$ cat src/rtl/pong_game_ctrl_if.sv
// Game-controller bus: frame/collision events and button in, display-facing status out.
interface pong_game_ctrl_if;
    logic       btn_start;
    logic       refr_tick;
    logic       hit;
    logic       miss;
    logic       gra_still;
    logic [1:0] game_state;
    logic [7:0] score_bcd;
    logic [1:0] balls_left;
    logic       timer_busy;

    modport master (
        output btn_start, refr_tick, hit, miss,
        input  gra_still, game_state, score_bcd, balls_left, timer_busy
    );

    modport slave (
        input  btn_start, refr_tick, hit, miss,
        output gra_still, game_state, score_bcd, balls_left, timer_busy
    );
endinterface

$ cat src/rtl/pong_game_ctrl.sv
// Pong game sequencer: new-game / play / new-ball / game-over flow,
// BCD score keeping, ball count and a frame-based hold timer.
module pong_game_ctrl #(
    parameter int NUM_BALLS    = 3,
    parameter int TIMER_FRAMES = 120
) (
    input  logic             clk,
    input  logic             reset,
    pong_game_ctrl_if.slave  bus
);

    typedef enum logic [1:0] {
        NEWGAME = 2'b00,
        PLAY    = 2'b01,
        NEWBALL = 2'b10,
        OVER    = 2'b11
    } state_t;

    localparam logic [1:0] BALLS_INIT = 2'(NUM_BALLS);
    localparam logic [7:0] TIMER_LOAD = 8'(TIMER_FRAMES);

    state_t     state, state_next;
    logic [7:0] score, score_next;
    logic [1:0] balls, balls_next;
    logic [7:0] timer, timer_next;
    logic       btn_q;
    logic       gra_still;
    logic       timer_busy;
    logic       start_edge;

    function automatic logic [7:0] bcd_inc(input logic [7:0] v);
        logic [7:0] r;
        if (v[3:0] == 4'd9) begin
            r = (v[7:4] == 4'd9) ? 8'h00 : {v[7:4] + 4'd1, 4'd0};
        end else begin
            r = {v[7:4], v[3:0] + 4'd1};
        end
        return r;
    endfunction

    assign start_edge = bus.btn_start & ~btn_q;

    always_comb begin
        state_next = state;
        score_next = score;
        balls_next = balls;
        timer_next = (bus.refr_tick && timer != 8'd0) ? timer - 8'd1 : timer;
        case (state)
            NEWGAME: begin
                if (start_edge) begin
                    score_next = 8'h00;
                    balls_next = BALLS_INIT;
                    state_next = PLAY;
                end
            end
            PLAY: begin
                // a simultaneous hit is dropped when the ball is missed
                if (bus.miss) begin
                    balls_next = balls - 2'd1;
                    state_next = (balls == 2'd1) ? OVER : NEWBALL;
                    timer_next = TIMER_LOAD;
                end else if (bus.hit) begin
                    score_next = bcd_inc(score);
                end
            end
            NEWBALL: begin
                if (timer == 8'd0) state_next = PLAY;
            end
            OVER: begin
                if (timer == 8'd0) state_next = NEWGAME;
            end
            default: state_next = NEWGAME;
        endcase
    end

    // btn_q resets high so a button held through reset is not seen as a press
    always_ff @(posedge clk) begin
        if (!reset) begin
            state      <= NEWGAME;
            score      <= 8'h00;
            balls      <= BALLS_INIT;
            timer      <= 8'd0;
            btn_q      <= 1'b1;
            gra_still  <= 1'b1;
            timer_busy <= 1'b0;
        end else begin
            state      <= state_next;
            score      <= score_next;
            balls      <= balls_next;
            timer      <= timer_next;
            btn_q      <= bus.btn_start;
            gra_still  <= (state_next != PLAY);
            timer_busy <= (timer_next != 8'd0);
        end
    end

    assign bus.game_state = state;
    assign bus.score_bcd  = score;
    assign bus.balls_left = balls;
    assign bus.gra_still  = gra_still;
    assign bus.timer_busy = timer_busy;

endmodule

$ cat src/flat_wrapper.sv
// flat-port wrapper written by rule: the top's interface ports become plain ports
module pong_game_ctrl_flat 
#(
    parameter int NUM_BALLS    = 3,
    parameter int TIMER_FRAMES = 120
)
  (clk, reset, bus_btn_start, bus_refr_tick, bus_hit, bus_miss, bus_gra_still, bus_game_state, bus_score_bcd, bus_balls_left, bus_timer_busy);
  pong_game_ctrl_if bus_i ();
  input  logic clk;
  input  logic reset;
  input wire logic [$bits(bus_i.btn_start)-1:0] bus_btn_start;
  input wire logic [$bits(bus_i.refr_tick)-1:0] bus_refr_tick;
  input wire logic [$bits(bus_i.hit)-1:0] bus_hit;
  input wire logic [$bits(bus_i.miss)-1:0] bus_miss;
  output wire logic [$bits(bus_i.gra_still)-1:0] bus_gra_still;
  output wire logic [$bits(bus_i.game_state)-1:0] bus_game_state;
  output wire logic [$bits(bus_i.score_bcd)-1:0] bus_score_bcd;
  output wire logic [$bits(bus_i.balls_left)-1:0] bus_balls_left;
  output wire logic [$bits(bus_i.timer_busy)-1:0] bus_timer_busy;
  assign bus_i.btn_start = bus_btn_start;
  assign bus_i.refr_tick = bus_refr_tick;
  assign bus_i.hit = bus_hit;
  assign bus_i.miss = bus_miss;
  assign bus_gra_still = bus_i.gra_still;
  assign bus_game_state = bus_i.game_state;
  assign bus_score_bcd = bus_i.score_bcd;
  assign bus_balls_left = bus_i.balls_left;
  assign bus_timer_busy = bus_i.timer_busy;
  pong_game_ctrl #(.NUM_BALLS(NUM_BALLS), .TIMER_FRAMES(TIMER_FRAMES)) u_core (.clk(clk), .reset(reset), .bus(bus_i));
endmodule
$ cat config.mk
export PLATFORM = sky130hd
export DESIGN_NAME = pong_game_ctrl_flat
export DESIGN_NICKNAME = d
export VERILOG_FILES = /design/src/rtl/pong_game_ctrl_if.sv /design/src/rtl/pong_game_ctrl.sv /design/src/flat_wrapper.sv
export SDC_FILE = /design/constraint.sdc
export NUM_CORES = 1
export LEC_CHECK = 0
export BUFFER_PORTS_ARGS = -buffer_cell sky130_fd_sc_hd__buf_2
export CAP_MARGIN = 5
export CORE_MARGIN = 2
export CORE_UTILIZATION = 44
export CTS_BUF_LIST = sky130_fd_sc_hd__clkbuf_4 sky130_fd_sc_hd__clkbuf_8
export CTS_CLUSTER_SIZE = 8
export DETAILED_ROUTE_END_ITERATION = 10
export PLACE_DENSITY = 0.66
export SLEW_MARGIN = 40
export SYNTH_ARGS = -nofsm -noshare
export SYNTH_HDL_FRONTEND = slang
export SYNTH_SLANG_ARGS = --single-unit
export TNS_END_PERCENT = 10
$ cat constraint.sdc
create_clock -name clk -period 2.8 [get_ports clk]
set_clock_uncertainty 0.1 [all_clocks]
set_input_delay 0.14 -clock clk [delete_from_list [all_inputs] [get_ports clk]]
set_output_delay 0.14 -clock clk [all_outputs]
set_load 0.01 [all_outputs]
==> results_dict.tcl <==
set metrics [dict create \
    crit_chain "inv_1, ha_1, and4bb_1, a221o_1, a2111oi_0, a41oi_1" \
    synth-warning-count 0 \
    startpoint_type "register" \
    worstPathArrival_ns 2.23 \
    io_buffer_count 19 \
    synth.avg_cell_area_um2 8.647 \
    end_kind "register" \
    cp_slowest_stage_delay_ns 0.43 \
    cts_tree "yes" \
    grt_pass1_wl_um 4843 \
    die-width_um 57.57 \
    period_needed_ns 2.138 \
    drv_slew 0 \
    final_layout_size_suffix_gt1_share_pct 17.75 \
    leakagePower_uw 0.0006000 \
    cts.root.buffer_cell "clkbuf_4" \
    cts_setup_buffers 0 \
    pwr-share-seq_pct 38.5 \
    n_antenna_cell 0 \
    final_cell_mix "dfxtp_1 (23), buf_2 (19), nor2_1 (16)" \
    fin_nets 183 \
    dp_hpwl_um 2162 \
    start_util_pct 46.18 \
    crit_type "register to register" \
    ys_seq_area_share_pct 36.47 \
    antenna_left 0 \
    swShare_pct 41.85 \
    htree_levels 1 \
    synth_nets 159 \
    synth_cells 146 \
    final_area_um2 1439 \
    worst_slew_pin_slew_ns 0.5130 \
    grt_start_max_net_pins 14 \
    gp_congestion 0.9452 \
    min_period_over_period_pct 76.35 \
    synth.distinct_cells 44 \
    cp_max_fo 5 \
    path_buf_inv 1 \
    max_slew_margin_pct 65.80 \
    cts_hold_buffers 2 \
    fmax_mhz 467.8 \
    max-vdd-ir-drop_uv 702.4 \
    cp.required_ns 2.89 \
    power_frac_clock_pct 12.1 \
    top_level_ports 20 \
    die_area_um2 3314 \
    core_area_um2 2734 \
    setup_viol 0 \
    synthesis.area_um2 1262 \
    wl_um 2820 \
    grt.total_usage_pct 18.65 \
    ys_ff_latch 23 \
    grt_overflow_total 0 \
    via_per_inst 5.715 \
    tns_ns 0 \
    vias 1143 \
    drc 0 \
    hold_viol_final 0 \
    cts.sinks 23 \
    fin_util_pct 52.63 \
    p_per_area_nw_per_um2 884.6 \
    cp_top_family "compound AO/OA/AOI/OAI gates" \
    row_count 19 \
    antenna_found_initial 0 \
    worst_path_max_delay_cell "a2111oi_0" \
    rsz0062_at_grt "no" \
    netSwitchingPower_uw 532.6 \
    area_growth_pct 13.97 \
    cts_buffers 3 \
    combPwrFrac_pct 49.4 \
    postCtsResizedCells 0 \
    maxCapViolations 0 \
    hold_class "input pin to register" \
    die_h_um 57.57 \
    first_pass_iters 4 \
    status "finished clean" \
    clk_pin_slew_ns 0.13 \
    clock_path_buffers 2 \
    drt_iter0_drc 23 \
    internal_power_uw 740.2 \
    avgRoutedWirePerCell_um 14.10 \
    worstSkewPairLatency_ns 0.31 \
    mostFrequentLayoutCell "dfxtp_1" \
    grt_pass1_vias 1065 \
    dpl_cell_area_um2 1391 \
]
## layout make-up
cell class	instances	area [um2]
fill	269	1295
timing repair buffer	22	122.6
inverter	11	41.29
clock inverter	1	5.005
sequential	23	460.4
clock buffer	3	22.52
tap	31	38.79
multi-input combinational	109	748.2
## routing by layer
layer,track usage (%),share of wire (%)
met5,0,0
met4,4.983,0.57
met3,4.082,4.4
met2,32.95,49
met1,22.72,45
## worst reg2reg max path, stage by stage (launching register included)
cell and delay, ns:
dfxtp_1 0.42, inv_1 0.11, ha_1 0.25, and4bb_1 0.24, a221o_1 0.31, a2111oi_0 0.43
a41oi_1 0.16
## metrics by stage
step           hold WS, ns  instances  power [uW]  setup slack (ns)
6_report          0.002533        200        1273            0.6623
5_1_grt            0.01954        200        1374            0.5641
4_1_cts          0.0002796        200        1279            0.6666
3_5_place_dp        0.2501        194        1119            0.6952
3_3_place_gp        0.2425        194        1101            0.7814
2_1_floorplan       0.1415        146       949.8            0.8946
## power by group through the flow
stage	combinational, uW	sequential, uW	clock [uW]
after floorplan	476	474	0
after global routing	702	502	171
final	629	490	154
after CTS	626	490	163
after global placement	609	491	0
after detailed placement	622	496	0
## state kept, by name, indices dropped and copies added (netlist names)
register and cells:
u_core.bus.gra_still 1, u_core.btn_q 1, u_core.bus.timer_busy 1, u_core.bus.score_bcd 8, u_core.bus.game_state 2, u_core.timer 8, u_core.bus.balls_left 2
## Yosys cell counts, drive strengths merged
library cell	n	share of area [%]
clkbuf	2	0.59
inv	11	3.3
xor2	1	0.69
o21ai	7	3.1
nand3	6	2.4
a22o	1	0.69
ha	7	6.9
a2111oi	1	0.69
o21bai	1	0.59
a221oi	1	0.69
nor3	1	0.40
nand2b	2	0.99
a211oi	5	3.0
dfxtp	23	36
a21o	3	1.8
o21a	1	0.59
and3	1	0.50
a31oi	1	0.50
a21oi	8	3.2
nor2b	4	2.0
o2111ai	2	1.4
a32oi	1	0.69
or4b	1	0.79
xnor2	4	2.8
o22a	1	0.69
nor4b	3	2.6
a21boi	1	0.59
a21bo	1	0.79
nand3b	4	2.7
nor2	16	4.8
nor3b	2	1.2
and4bb	1	0.99
or3	3	1.5
o31ai	2	1.2
or3b	1	0.89
mux2i	1	0.79
a41oi	2	1.4
o311ai	1	0.69
a221o	2	1.6
nand2	9	2.7
buf	1	0.40
## cell families after synthesis
| family | after synthesis | share of synthesized area [%] |
|---|---|---|
| buffers and inverters | 14 | 4.262 |
| adder cells (fa/ha/maj) | 7 | 6.937 |
| AND/OR/NAND/NOR | 54 | 24.28 |
| AO/OA/AOI/OAI | 42 | 23.79 |
| flip-flops | 23 | 36.47 |
| multiplexers | 1 | 0.7929 |
| XOR/XNOR | 5 | 3.469 |
## path summary, 6_finish.rpt
| kind | cells past startpoint | slack [ns] | endpoint | start |
|---|---|---|---|---|
| worst max-delay path | 6 | 0.66 | u_core.bus.timer_busy | u_core.timer[0] |
| worst min register to register | 2 | 0.42 | u_core.bus.score_bcd[7] | u_core.bus.score_bcd[7] |
| worst min-delay path | 2 | 0.003 | u_core.bus.gra_still | reset |
| worst max register to register | 6 | 0.66 | u_core.bus.timer_busy | u_core.timer[0] |
Note: power is estimated with default switching activity, not from simulation.
